File: config.mk
export PLATFORM = sky130hd
export DESIGN_NAME = load_scoreboard
export DESIGN_NICKNAME = d
export VERILOG_FILES = /design/src/rtl/vliw_pkg.sv /design/src/rtl/hazard_check.sv /design/src/rtl/load_scoreboard.sv
export SDC_FILE = /design/constraint.sdc
export NUM_CORES = 1
export LEC_CHECK = 0
export CAP_MARGIN = 20
export CORE_ASPECT_RATIO = 1.75
export CORE_MARGIN = 4
export CORE_UTILIZATION = 26
export CTS_CLUSTER_SIZE = 30
export DETAILED_ROUTE_END_ITERATION = 6
export PLACE_DENSITY = 0.48
export SLEW_MARGIN = 20
export SYNTH_ARGS = -nofsm -noshare
export SYNTH_HDL_FRONTEND = slang
export SYNTH_SLANG_ARGS = --single-unit
File: constraint.sdc
create_clock -name clk -period 7.85 [get_ports clk]
set_clock_uncertainty 0.1 [all_clocks]
set_input_delay 2.355 -clock clk [delete_from_list [all_inputs] [get_ports clk]]
set_output_delay 2.355 -clock clk [all_outputs]
set_load 0.02 [all_outputs]
File: src/rtl/vliw_pkg.sv
// Shared VLIW issue-stage definitions.
// Slot order inside packed per-slot buses is {branch, lsu, ixu2, ixu1},
// i.e. ixu1 occupies the least significant field.
package vliw_pkg;

   localparam int NUM_SLOTS = 4;

   localparam int SLOT_IXU1 = 0;
   localparam int SLOT_IXU2 = 1;
   localparam int SLOT_LSU  = 2;
   localparam int SLOT_BR   = 3;

   typedef logic [4:0] reg_idx_t;

endpackage

File: src/rtl/hazard_check.sv
// Combinational hazard lookup of an ID bundle against the pending-load set.
// Ports:
//   busy_vec  - pending-load bit per architectural register
//   rs1, rs2  - source registers per slot, packed {branch, lsu, ixu2, ixu1}
//   rs1_used, rs2_used - per-slot operand-read enables
//   rd, rd_we - destinations and write enables, packed {lsu, ixu2, ixu1}
//   raw       - some read operand targets a pending load
//   waw       - some non-x0 destination targets a pending load
module hazard_check
   import vliw_pkg::*;
(
   input  logic [31:0]             busy_vec,
   input  logic [NUM_SLOTS*5-1:0]  rs1,
   input  logic [NUM_SLOTS*5-1:0]  rs2,
   input  logic [NUM_SLOTS-1:0]    rs1_used,
   input  logic [NUM_SLOTS-1:0]    rs2_used,
   input  logic [14:0]             rd,
   input  logic [2:0]              rd_we,
   output logic                    raw,
   output logic                    waw
);

   always_comb begin
      raw = 1'b0;
      for (int s = 0; s < NUM_SLOTS; s++) begin
         if (rs1_used[s] && busy_vec[rs1[s*5 +: 5]]) raw = 1'b1;
         if (rs2_used[s] && busy_vec[rs2[s*5 +: 5]]) raw = 1'b1;
      end
   end

   // Branch slot has no destination, hence only three rd fields.
   always_comb begin
      waw = 1'b0;
      for (int s = 0; s < 3; s++) begin
         if (rd_we[s] && (rd[s*5 +: 5] != 5'd0) && busy_vec[rd[s*5 +: 5]]) waw = 1'b1;
      end
   end

endmodule

File: src/rtl/load_scoreboard.sv
// Issue-stage load scoreboard. Load results are never forwarded, so any
// bundle touching a register with a pending load (read or write) is held
// until that load has written the register file. Also caps the number of
// outstanding loads and flags completions for registers that were not pending.
// Ports:
//   clk, rst        - clock, asynchronous active-high reset
//   id_*            - ID bundle description (see hazard_check for packing)
//   ex_flush        - kill the ID bundle this cycle
//   lsu_ld_done/rd  - load completion and its destination
//   id_ready        - bundle may issue (combinational, registered state only)
//   id_issue        - bundle actually issues this cycle
//   busy_vec        - registered pending-load bit per register (bit 0 always 0)
//   ld_outstanding  - registered count of pending loads
//   sb_err          - sticky completion protocol error
module load_scoreboard
   import vliw_pkg::*;
#(
   parameter int unsigned MAX_LOADS = 4,
   parameter int unsigned CNT_W     = 4
) (
   input  logic                   clk,
   input  logic                   rst,
   input  logic                   id_valid,
   input  logic [19:0]            id_rs1,
   input  logic [19:0]            id_rs2,
   input  logic [3:0]             id_rs1_used,
   input  logic [3:0]             id_rs2_used,
   input  logic [14:0]            id_rd,
   input  logic [2:0]             id_rd_we,
   input  logic                   id_lsu_is_load,
   input  logic                   ex_flush,
   input  logic                   lsu_ld_done,
   input  logic [4:0]             lsu_ld_rd,
   output logic                   id_ready,
   output logic                   id_issue,
   output logic [31:0]            busy_vec,
   output logic [CNT_W-1:0]       ld_outstanding,
   output logic                   sb_err
);

   logic [31:0]      busy_q, busy_d;
   logic [CNT_W-1:0] cnt_q, cnt_d;
   logic             err_q, err_d;

   logic     raw, waw, cap;
   reg_idx_t lsu_rd;
   logic     lsu_load;
   logic     set_en, clr_en, bad_done, inc, dec;

   hazard_check u_hazard_check (
      .busy_vec (busy_q),
      .rs1      (id_rs1),
      .rs2      (id_rs2),
      .rs1_used (id_rs1_used),
      .rs2_used (id_rs2_used),
      .rd       (id_rd),
      .rd_we    (id_rd_we),
      .raw      (raw),
      .waw      (waw)
   );

   assign lsu_rd   = id_rd[SLOT_LSU*5 +: 5];
   // Loads to x0 are never tracked and never count against the cap.
   assign lsu_load = id_lsu_is_load && id_rd_we[SLOT_LSU] && (lsu_rd != 5'd0);
   assign cap      = lsu_load && (cnt_q == CNT_W'(MAX_LOADS));

   // No bypass of lsu_ld_done: readiness depends on registered state only.
   assign id_ready = ~rst & ~(raw | waw | cap);
   assign id_issue = id_valid & id_ready & ~ex_flush;

   assign set_en   = id_issue && lsu_load;
   assign clr_en   = lsu_ld_done && (lsu_ld_rd != 5'd0) && busy_q[lsu_ld_rd];
   assign bad_done = lsu_ld_done && (lsu_ld_rd != 5'd0) && !busy_q[lsu_ld_rd];

   assign inc = set_en && (cnt_q < CNT_W'(MAX_LOADS));
   assign dec = clr_en && (cnt_q != '0);

   always_comb begin
      busy_d = busy_q;
      if (clr_en) busy_d[lsu_ld_rd] = 1'b0;
      if (set_en) busy_d[lsu_rd] = 1'b1;
      busy_d[0] = 1'b0;
   end

   always_comb begin
      cnt_d = cnt_q;
      if (inc && !dec)      cnt_d = cnt_q + 1'b1;
      else if (dec && !inc) cnt_d = cnt_q - 1'b1;
   end

   assign err_d = err_q | bad_done;

   always_ff @(posedge clk or posedge rst) begin
      if (rst) begin
         busy_q <= '0;
         cnt_q  <= '0;
         err_q  <= 1'b0;
      end else begin
         busy_q <= busy_d;
         cnt_q  <= cnt_d;
         err_q  <= err_d;
      end
   end

   assign busy_vec       = busy_q;
   assign ld_outstanding = cnt_q;
   assign sb_err         = err_q;

endmodule
==> impl_results.md <==
- Status: finished clean
- Antenna Nets Post-Route: 0
- First-pass GRT wire length: 38100 um
- FF/Latch Area: 901 um2
- VDD IR max: 0.0700 mV
- Fillers: 2251
- P_leak: 0.00273 uW
- HPWL Detailed: 18000 um
- CTS tree: yes
- Die height: 204 um
- Ports: 116
- Slew Limit Fails: 0
- Setup TNS Final: 0 ns
- Sink Count: 36
- Crit. Startpoint: id_rs2[16]
- RSZ-0062 raised after global routing: no
- Pwr dens: 99.5 nW/um2
- Share of the synthesized area in the top cell type: 0.222
- Worst hold path class: reg2reg
- Seq/Total Area, Yosys: 0.159
- Slew @ Worst Pin: 0.860 ns
- WS Path Type: in2out
- Routed WL per cell: 25.3 um
- Synthesis Warnings: 0
- Die W: 120 um
- Max clock buf depth: 2
- GRT Residual Overflow: 0
- Vias per Instance: 5.92
- Fin nets: 783
- Port Buf Inserts: 114
- Mapped Nets: 683
- Fmax: 130 MHz
- Area Growth Syn to Fin: 31.2%
- Worst Min Path Start: sb_err$_DFF_PP0_
- Worst endpoint required time: 5.39 ns
- Placed Area: 7300 um2
- Share of post-route cells with drive strength above 1: 0.222
- Post-Syn Area per Cell: 9.44 um2
- Startpoint types: primary input
- TritonRoute pass-1 iters: 5
- Number of global-route vias before repair: 6237
- Worst setup EP type: output port
- Max-slew headroom: 0.427
- Tot Pwr: 742 uW
- Clock transition at path regs: 0.05 ns
- Total core area: 21500 um2
- Largest net degree at the start of global routing: 37
- Dominant synthesized flop cell: dfrtp_1
- Core Rows: 71
- Synth Cell Area: 5680 um2
- Postcts setup bufs: 0
- Synth top cells by count: 67 x mux2i_1, 60 x clkbuf_1, 56 x mux4_2, 36 x dfrtp_1, 35 x or3_1
- Num CTS Buffers: 5
- Arrival @ worst endpoint: 5.25 ns
- Netlist cell types: 63
- Layout Utilization: 0.347
- Fraction of registers with async set/reset: 1.00
- CTS HTree Levels: 2
- Fin area: 7460 um2
- Number of DRC markers in iteration 0: 481
- Total die area: 24400 um2
- All-Layer GR Usage: 0.204
- Reg-to-Reg Start: busy_vec[10]$_DFF_PP0_
- Post-synthesis register bit count: 36
- Max-cap violations: 0
- Residual DRC: 0
- Area occupied by multi-input gates: 4410 um2
- Clk Tree Root Cell: clkbuf_16
- Initial Utilization: 0.264
- Count leader, synth: mux2i_1
- Final min period: 7.70 ns
- Number of synthesized flops with an enable pin: 0
- DR vias: 5892
- Fin crit share: 0.981
- Crit-path max FO: 4
- Final wirelength: 25200 um
- Post-Syn Instances: 602
- Antenna violations before repair: 1
- Largest area contributor in the netlist: mux4_2
- Final hold vios: 0
- Worst-Skew Late Latency: 0.28 ns
- Final RePlAce weighted congestion: 0.830
- Synth area leaders: mux4_2 22%, dfrtp_1 16%, mux2i_1 12%
- Final setup viols: 0
[critical path, stage by stage]
cell             delay [ns]
clkdlybuf4s50_1        0.56
mux4_1                 0.57
mux4_2                 0.46
nand3_1                0.18
nand4_1                0.12
nor4_2                 0.25
o21ai_4                0.14
nor4b_1                0.24
dlygate4sd2_1          0.37
[through the flow]
step | instances | hold slack [ns] | setup slack, ns
6_report | 995 | 0.396 | 0.150
2_1_floorplan | 602 | 0.492 | 0.626
5_1_grt | 995 | 0.448 | 0.000620
3_3_place_gp | 987 | 0.375 | -0.232
3_5_place_dp | 987 | 0.390 | -0.191
4_1_cts | 994 | 0.403 | 0.102
[power by group]
| group | internal (uW) | leakage (uW) | switching, uW | total [uW] |
|---|---|---|---|---|
| clock network | 133 | 0.0000760 | 73.9 | 207 |
| logic | 152 | 0.00216 | 147 | 300 |
| registers | 197 | 0.000492 | 37.6 | 235 |
[state kept, by name, summed over array words and instances, names as in the netlist]
signal and flops:
sb_err 1, busy_vec 31, ld_outstanding 4
[cell families (layout without fill, tap and decap cells)]
kind of cell / Yosys count / in the layout / synth area share
muxes: 141 / 141 / 0.378
AOI/OAI and AO/OA: 127 / 127 / 0.168
xor gates and xnor gates: 4 / 4 / 0.00617
and+or+nand+nor: 202 / 202 / 0.212
buffers and inverters: 87 / 187 / 0.0665
DFF: 36 / 36 / 0.159
adders and majority gates: 4 / 4 / 0.0101
other: 1 / 2 / 0.000660
[worst paths after layout]
kind	cells after the start	to	slack [ns]
max in group asynchronous	3	busy_vec[13]$_DFF_PP0_	4.77
hold / removal	1	sb_err$_DFF_PP0_	0.40
hold reg to reg	1	sb_err$_DFF_PP0_	0.40
setup / recovery	9	id_issue	0.15
setup reg to reg	17	ld_outstanding[3]$_DFFE_PP0P_	3.33
min in group asynchronous	3	busy_vec[21]$_DFF_PP0_	2.53
[final cells by class]
| type | instances | share of cell area |
|---|---|---|
| Sequential cell | 36 | 0.121 |
| Inverter | 9 | 0.00453 |
| Antenna cell | 1 | 0.000336 |
| Multi-Input combinational cell | 479 | 0.591 |
| Clock buffer | 7 | 0.0205 |
| Timing Repair Buffer | 171 | 0.213 |
| Tap cell | 292 | 0.0490 |
[cell usage in the layout, fill, tap and decap left out, drive strengths merged, types with 4 or more instances in the layout]
cell           Yosys  routed
clkdlybuf4s50      0     112
mux2i             67      67
mux4              57      57
buf               18      57
o21ai             39      39
dfrtp             36      36
or3               35      35
nand2             33      33
o31ai             32      32
nor2b             22      22
nand3             21      21
nand3b            17      17
mux2              17      17
nor2              13      13
nand2b            11      11
nor3b             10      10
inv                9       9
a21oi              9       9
nand4              9       9
a22oi              8       8
a311oi             7       7
clkbuf            60       7
and3               5       5
nor3               5       5
nor4bb             4       4
nor4b              4       4
or2                4       4
o211ai             4       4
or3b               4       4
[what timing repair did]
item | CTS | global route
setup endpoints to repair | 2 | 0
resized for setup | 2 | 0
hold buffers | 0 | 0
[layer usage]
metal / vias to the layer above / wire (um) / GRT usage
met5: - / 0 / 0
met4: 0 / 1380 / 0.106
met3: 80 / 1480 / 0.0266
met2: 279 / 13200 / 0.370
met1: 2973 / 9200 / 0.230
li1: 2560 / - / -
Power figures use the tool's default switching activity.
